File: src/rtl/inscache_pkg.sv
// ---------------------------------------------------------------------------
// inscache_pkg
// Shared definitions for the set-associative instruction cache:
//   state_t    - controller states (IDLE, MEM_READ, UPDATE)
//   WORD_W     - instruction word width in bits
//   log2_ceil  - ceiling log2, usable in constant expressions
// ---------------------------------------------------------------------------
package inscache_pkg;

    localparam int WORD_W = 32;

    typedef enum logic [1:0] {
        IDLE     = 2'd0,
        MEM_READ = 2'd1,
        UPDATE   = 2'd2
    } state_t;

    function automatic int log2_ceil(input int value);
        int result;
        result = 0;
        while ((1 << result) < value) begin
            result++;
        end
        return result;
    endfunction

endpackage

File: src/rtl/inscache_lru.sv
// ---------------------------------------------------------------------------
// inscache_lru
// Per-set true-LRU age storage and victim selection.
// Parameters: WAYS (1, 2 or 4), SETS (power of two).
// Ports:
//   clock, reset  - rising-edge clock, asynchronous active-high reset
//   idx           - set currently being looked up / updated
//   valid_set     - valid bits of the ways in set idx
//   upd_en        - make upd_way the most-recently-used way of set idx
//   upd_way       - way being accessed (hit or fill)
//   victim        - lowest invalid way of set idx, else its LRU way
// With WAYS=1 no age storage exists and the victim is always way 0.
// ---------------------------------------------------------------------------
module inscache_lru
    import inscache_pkg::*;
#(
    parameter  int WAYS  = 2,
    parameter  int SETS  = 8,
    localparam int IDX_W = log2_ceil(SETS),
    localparam int WAY_W = (WAYS > 1) ? log2_ceil(WAYS) : 1
) (
    input  logic             clock,
    input  logic             reset,
    input  logic [IDX_W-1:0] idx,
    input  logic [WAYS-1:0]  valid_set,
    input  logic             upd_en,
    input  logic [WAY_W-1:0] upd_way,
    output logic [WAY_W-1:0] victim
);

    if (WAYS == 1) begin : g_direct
        logic unused_lru;
        assign unused_lru = ^{clock, reset, idx, valid_set, upd_en, upd_way};
        assign victim     = '0;
    end else begin : g_lru
        localparam int AGE_W = log2_ceil(WAYS);
        localparam logic [AGE_W-1:0] AGE_MAX = AGE_W'(WAYS - 1);

        logic [AGE_W-1:0] age_q [SETS][WAYS];
        logic [AGE_W-1:0] age_d [SETS][WAYS];
        logic [AGE_W-1:0] best_age;
        logic [AGE_W-1:0] old_age;

        // Oldest way wins (lowest index on a tie); any invalid way
        // overrides that, and the descending scan leaves the lowest one.
        always_comb begin
            victim   = '0;
            best_age = age_q[idx][0];
            for (int w = 1; w < WAYS; w++) begin
                if (age_q[idx][w] > best_age) begin
                    best_age = age_q[idx][w];
                    victim   = WAY_W'(w);
                end
            end
            for (int w = WAYS - 1; w >= 0; w--) begin
                if (!valid_set[w]) begin
                    victim = WAY_W'(w);
                end
            end
        end

        // An invalid way is treated as the oldest when it is filled, so the
        // ages of a set always form a permutation once all ways are valid.
        always_comb begin
            age_d   = age_q;
            old_age = valid_set[upd_way] ? age_q[idx][upd_way] : AGE_MAX;
            if (upd_en) begin
                for (int w = 0; w < WAYS; w++) begin
                    if (WAY_W'(w) == upd_way) begin
                        age_d[idx][w] = '0;
                    end else if (age_q[idx][w] < old_age) begin
                        age_d[idx][w] = age_q[idx][w] + 1'b1;
                    end
                end
            end
        end

        always_ff @(posedge clock or posedge reset) begin
            if (reset) begin
                for (int s = 0; s < SETS; s++) begin
                    for (int w = 0; w < WAYS; w++) begin
                        age_q[s][w] <= '0;
                    end
                end
            end else begin
                age_q <= age_d;
            end
        end
    end

endmodule

File: src/rtl/inscache_assoc.sv
// ---------------------------------------------------------------------------
// inscache_assoc
// Set-associative, blocking instruction cache with zero-cycle hits and a
// miss penalty of memory latency plus two cycles.
// Ports:
//   clock, reset  - rising-edge clock, asynchronous active-high reset
//   caddress      - fetch byte address from the PC
//   cbusywait     - stalls the CPU while a miss is being serviced
//   Cins          - fetched instruction (0 when not hitting)
//   mread         - instruction-memory read request
//   maddress      - block address sent to memory
//   minstruction  - whole block returned by memory (word 0 in bits [31:0])
//   mbusywait     - memory busy
// Optional: define INSCACHE_STATS_EN to add saturating 16-bit hit_count
// and miss_count outputs.
// ---------------------------------------------------------------------------
module inscache_assoc
    import inscache_pkg::*;
#(
    parameter  int ADDR_W = 10,
    parameter  int WAYS   = 2,
    parameter  int SETS   = 8,
    parameter  int WORDS  = 4,
    localparam int OFF_W  = log2_ceil(WORDS) + 2,
    localparam int IDX_W  = log2_ceil(SETS),
    localparam int TAG_W  = ADDR_W - OFF_W - IDX_W,
    localparam int MA_W   = ADDR_W - OFF_W,
    localparam int BLK_W  = WORD_W * WORDS
) (
    input  logic              clock,
    input  logic              reset,
    input  logic [ADDR_W-1:0] caddress,
    output logic              cbusywait,
    output logic [31:0]       Cins,
    output logic              mread,
    output logic [MA_W-1:0]   maddress,
    input  logic [BLK_W-1:0]  minstruction,
    input  logic              mbusywait
`ifdef INSCACHE_STATS_EN
    ,
    output logic [15:0]       hit_count,
    output logic [15:0]       miss_count
`endif
);

    localparam int WAY_W = (WAYS > 1) ? log2_ceil(WAYS) : 1;

    state_t             state_q, state_d;
    logic [MA_W-1:0]    blk_addr_q, blk_addr_d;
    logic [WAYS-1:0]    valid_q [SETS];
    logic [WAYS-1:0]    valid_d [SETS];

    logic [TAG_W-1:0]   tag_mem  [WAYS][SETS];
    logic [BLK_W-1:0]   data_mem [WAYS][SETS];

    logic [TAG_W-1:0]   cur_tag;
    logic [IDX_W-1:0]   cur_idx;
    logic [OFF_W-3:0]   cur_word;
    logic [TAG_W-1:0]   fill_tag;
    logic [IDX_W-1:0]   fill_idx;
    logic [WAYS-1:0]    hit_vec;
    logic               hit;
    logic [WAY_W-1:0]   hit_way;
    logic [BLK_W-1:0]   hit_blk;
    logic [WAY_W-1:0]   victim;
    logic [IDX_W-1:0]   lru_idx;
    logic               lru_en;
    logic [WAY_W-1:0]   lru_way;
    logic               fill_en;
    logic               unused_byte;

    assign cur_tag     = caddress[ADDR_W-1:OFF_W+IDX_W];
    assign cur_idx     = caddress[OFF_W+IDX_W-1:OFF_W];
    assign cur_word    = caddress[OFF_W-1:2];
    assign fill_tag    = blk_addr_q[MA_W-1:IDX_W];
    assign fill_idx    = blk_addr_q[IDX_W-1:0];
    assign unused_byte = ^caddress[1:0];

    // Lookup: tag compare across all ways of the indexed set; a hit only
    // counts in IDLE so stale addresses cannot hit mid-fill.
    always_comb begin
        hit_way = '0;
        for (int w = 0; w < WAYS; w++) begin
            hit_vec[w] = valid_q[cur_idx][w] && (tag_mem[w][cur_idx] == cur_tag);
        end
        for (int w = WAYS - 1; w >= 0; w--) begin
            if (hit_vec[w]) begin
                hit_way = WAY_W'(w);
            end
        end
        hit     = (state_q == IDLE) && (|hit_vec);
        hit_blk = data_mem[hit_way][cur_idx];
        Cins    = hit ? hit_blk[cur_word*WORD_W +: WORD_W] : '0;
    end

    // During a fill the LRU looks at the latched set, not the live address.
    assign lru_idx = (state_q == IDLE) ? cur_idx : fill_idx;

    inscache_lru #(
        .WAYS (WAYS),
        .SETS (SETS)
    ) u_lru (
        .clock     (clock),
        .reset     (reset),
        .idx       (lru_idx),
        .valid_set (valid_q[lru_idx]),
        .upd_en    (lru_en),
        .upd_way   (lru_way),
        .victim    (victim)
    );

    always_comb begin
        state_d    = state_q;
        blk_addr_d = blk_addr_q;
        valid_d    = valid_q;
        lru_en     = 1'b0;
        lru_way    = hit_way;
        fill_en    = 1'b0;
        cbusywait  = 1'b1;
        mread      = 1'b0;
        maddress   = '0;
        case (state_q)
            IDLE: begin
                if (hit) begin
                    cbusywait = 1'b0;
                    lru_en    = 1'b1;
                end else begin
                    state_d    = MEM_READ;
                    blk_addr_d = caddress[ADDR_W-1:OFF_W];
                end
            end
            MEM_READ: begin
                mread    = 1'b1;
                maddress = blk_addr_q;
                if (!mbusywait) begin
                    state_d                   = UPDATE;
                    fill_en                   = 1'b1;
                    lru_en                    = 1'b1;
                    lru_way                   = victim;
                    valid_d[fill_idx][victim] = 1'b1;
                end
            end
            UPDATE: begin
                state_d = IDLE;
            end
            default: begin
                state_d = IDLE;
            end
        endcase
        // The CPU is released while reset is held, even though every
        // lookup misses with the valid bits cleared.
        if (reset) begin
            cbusywait = 1'b0;
        end
    end

    always_ff @(posedge clock or posedge reset) begin
        if (reset) begin
            state_q    <= IDLE;
            blk_addr_q <= '0;
            for (int s = 0; s < SETS; s++) begin
                valid_q[s] <= '0;
            end
        end else begin
            state_q    <= state_d;
            blk_addr_q <= blk_addr_d;
            valid_q    <= valid_d;
        end
    end

    // Tag and data arrays carry no reset; the valid bits guard them.
    always_ff @(posedge clock) begin
        if (fill_en) begin
            data_mem[victim][fill_idx] <= minstruction;
            tag_mem[victim][fill_idx]  <= fill_tag;
        end
    end

`ifdef INSCACHE_STATS_EN
    logic [15:0] hit_count_q, hit_count_d;
    logic [15:0] miss_count_q, miss_count_d;

    always_comb begin
        hit_count_d  = hit_count_q;
        miss_count_d = miss_count_q;
        if (hit && (hit_count_q != 16'hFFFF)) begin
            hit_count_d = hit_count_q + 16'd1;
        end
        if ((state_q == IDLE) && !hit && (miss_count_q != 16'hFFFF)) begin
            miss_count_d = miss_count_q + 16'd1;
        end
    end

    always_ff @(posedge clock or posedge reset) begin
        if (reset) begin
            hit_count_q  <= '0;
            miss_count_q <= '0;
        end else begin
            hit_count_q  <= hit_count_d;
            miss_count_q <= miss_count_d;
        end
    end

    assign hit_count  = hit_count_q;
    assign miss_count = miss_count_q;
`endif

endmodule

File: config.mk
export PLATFORM = sky130hd
export DESIGN_NAME = inscache_assoc
export DESIGN_NICKNAME = d
export VERILOG_FILES = /design/src/rtl/inscache_pkg.sv /design/src/rtl/inscache_lru.sv /design/src/rtl/inscache_assoc.sv
export SDC_FILE = /design/constraint.sdc
export NUM_CORES = 2
export LEC_CHECK = 0
export CORE_MARGIN = 2
export CORE_UTILIZATION = 50
export DETAILED_ROUTE_END_ITERATION = 10
export MAX_ROUTING_LAYER = met4
export PLACE_DENSITY = 0.63
export SLEW_MARGIN = 20
export SYNTH_ARGS = -nofsm -noshare
export SYNTH_HDL_FRONTEND = slang
export SYNTH_SLANG_ARGS = --single-unit
File: constraint.sdc
create_clock -name clock -period 38.3 [get_ports clock]
set_input_delay 11.49 -clock clock [delete_from_list [all_inputs] [get_ports clock]]
set_output_delay 11.49 -clock clock [all_outputs]
set_load 0.05 [all_outputs]
==> impl_metrics.ini <==
[power]
power.static_leakage_uw = 0.0303
ir_drop_uv = 49.9
power_density_mw_per_mm2 = 58.9
total_power_uw = 5540

[synthesis]
synthDominantAreaCellType = edfxtp_1
avgSynthCellArea_um2 = 15.4
synth_top_flop_cell = edfxtp_1
synthCells = 5416
synth_async_sr_flop_share_pct = 1.87
mappedNetlistArea_mm2 = 0.0832
synth_top_cell_area_share_pct = 75.6
synth.net_count = 5557
synthTopCellsByArea = edfxtp_1 76%, nand2_1 6.0%, mux4_2 2.9%
post_synth_most_frequent_cells = 2096 x edfxtp_1, 1337 x nand2_1, 418 x nand3_1
synth-seq-cells = 2136
synth_seq_area_share_pct = 76.8
synth-warning-count = 0
yosys.cell_count.top_type = edfxtp_1
synth_edf_count = 2096
synth.distinct_cells = 75

[route]
post-route-drc-count = 0
vias_per_cell = 6.13
detail_route.first_pass.iterations = 6
postRouteAntennaNets = 0
route.vias.total = 48782
route.final.wire_length_mm = 228
drt_iter0_drc = 5583
drt-wirelength-per-cell_um = 28.6

[place]
globalplace.congestion = 0.793
place.port_buffers = 178
dp_hpwl_mm = 114

[final_layout]
drive_gt1_share_pct = 10.4
layout.nets = 5716
sequential_cell_area_mm2 = 0.0639
area_delta_synth_final_pct = 12.9
fillCellCount = 12968
multi_input_comb_area_mm2 = 0.0177

[clock_tree]
post_cts.resized_instances = 0
clock_sink_count = 2136
cts.htree.levels = 4
clock_insertion_delay_worst_skew_ns = 0.82
clock_tree.buffer_depth = 3
tritoncts = yes
numCtsBuffers = 211
root_buffer_cell = clkbuf_16
holdBufCountCts = 0
post-cts-setup-buffer-count = 0
post_cts_clock_slew_at_the_launch_and_capture_registers_of_the_worst_setup_and_hold_paths_ns = 0.06

[global_routing]
grt.overflow.total = 0
number_of_antenna_violations_at_the_first_check_in_global_routing = 34
first_pass_grt_wire_length_mm = 328
via_count_of_the_first_global_routing_pass = 46324
grt_max_degree = 149
grt_usage_pct = 27.5

[sta]
final_count_of_hold_timing_violations = 0
final-max-slew-violation-count = 0
worst_pin_slew_ns = 1.10
rsz_0062_raised_after_global_routing = no
tns_ns = 0
setup_failing_eps_final = 0
maximum_clock_frequency_ghz = 0.0329
relSlewSlack_pct = 25.3
finalClockSkew_ns = 0.0275
finalWorstPathRequiredPeriod_ns = 30.38
share_of_the_cycle_needed_by_the_critical_path_after_routing_pct = 79.3

[setup_path]
timing.critical_path.required_ns = 26.81
path_cells = buf_4, buf_4, mux4_2, mux2i_1, xor2_1, nand2_1, o211a_4, buf_12, buf_4, mux4_2, nand2_1, nand2_1, a221oi_1, a31o_2, o211ai_1, clkdlybuf4s50_1
worstSetupPathType = in -> out
critical_path.startpoint_type = primary input
cp_slowest_stage_delay_ns = 0.83
crit_path_top_delay_cell = buf_4
worst-endpoint-arrival_ns = 18.89
critPathCaptureType = output port
critPathMaxFanout = 132

[flow_run]
max_cap_violations = 0

[floorplanning]
effective_utilization_at_floorplan_pct = 50.4
chipHeight_um = 412
die_width_um = 412
floorplan.die_area_mm2 = 0.170
coreArea_mm2 = 0.165
core.rowCount = 149
ioPinCount = 181

[status]
run_status = finished clean

[min_path]
timing.hold.worst.class = reg -> reg
through the flow:
step                worst slack [ns]  area, µm²  utilization, %  instances  hold slack [ns]
floorplan                      11.61      83200               -       5416            0.451
global placement                8.00      87100            52.7       7549            0.475
detailed placement              7.97      87100            52.8       7550            0.480
CTS                             7.99      93900            56.9       7936            0.497
global route                    7.67      94000            56.9       7957            0.518
finish                          7.92      94000            56.9       7958            0.497
worst paths after layout:
kind                                  start  slack, ns               end  cells past startpoint
max in group asynchronous             reset      26.78       valid_q[14]                      3
worst min-delay path            valid_q[10]       0.50       valid_q[10]                      1
min in group asynchronous             reset      11.14        state_q[0]                      3
worst max register to register   state_q[0]      31.01  data_mem[1][686]                     11
worst min register to register  valid_q[10]       0.50       valid_q[10]                      1
worst max-delay path            caddress[4]       7.92           Cins[2]                     16
critical path, delay by kind of cell:
kind | cells | cell delay [ns]
simple gates | 3 | 0.29
mux | 3 | 1.40
xor+xnor | 1 | 0.10
buf+inv | 5 | 3.28
compound gates | 4 | 2.00
final cells by class:
cell class | instances | share of cell area, %
Sequential cell | 2136 | 68.0
Multi-Input combinational cell | 2939 | 18.8
Clock buffer | 252 | 5.80
Timing Repair Buffer | 283 | 2.96
Tap cell | 2189 | 2.91
Clock inverter | 134 | 1.39
Antenna cell | 21 | 0.0559
Inverter | 4 | 0.0160
kinds of logic (layout without fill, tap and decap cells):
group | Yosys count | count (layout) | share of synthesized area (%)
flip-flops | 2136 | 2136 | 76.8
AND/OR/NAND/NOR | 2091 | 2091 | 10.9
AO/OA/AOI/OAI | 514 | 514 | 4.47
buffers and inverters | 341 | 673 | 2.11
multiplexers | 330 | 330 | 5.65
XOR/XNOR | 4 | 4 | 0.0421
other | 0 | 21 | 0
where the power goes:
part / switching (µW) / leakage (µW) / total, µW / internal, µW
registers: 54.8 / 0.0194 / 2830 / 2780
logic: 483 / 0.00761 / 671 / 188
clock network: 865 / 0.00330 / 2040 / 1170
metal layers:
metal	GRT usage, %	routed length (µm)	vias up
met5	-	0	-
met4	7.28	5870	0
met3	4.24	19000	359
met2	42.0	107000	2177
met1	39.0	95900	25165
li1	-	-	21081
flip-flops by register name (all words and copies together) (netlist names):
signal / count
state_q: 2
u_lru.g_lru.age_q: 16
tag_mem: 48
valid_q: 16
blk_addr_q: 6
data_mem: 2048
placed cells by master (no fill, tap or decap), types with 23 or more instances in the layout:
cell | netlist | layout
a32oi_1 | 98 | 98
nand4_1 | 134 | 134
nand2_1 | 1337 | 1337
clkdlybuf4s50_1 | 0 | 174
nor2_1 | 61 | 46
buf_4 | 54 | 89
bufinv_16 | 0 | 24
nand3_1 | 418 | 418
dfrtp_1 | 40 | 40
clkinv_1 | 0 | 60
mux2_2 | 35 | 35
clkbuf_16 | 0 | 212
o21ai_0 | 28 | 28
mux4_2 | 108 | 108
a221oi_1 | 25 | 23
o211ai_1 | 26 | 26
a21oi_1 | 80 | 80
nor3_1 | 29 | 25
edfxtp_1 | 2096 | 2096
clkbuf_1 | 172 | 40
a22oi_1 | 32 | 32
clkinv_2 | 0 | 35
a31oi_1 | 115 | 115
mux2i_1 | 185 | 185
Note: power is estimated with default switching activity, not from simulation.
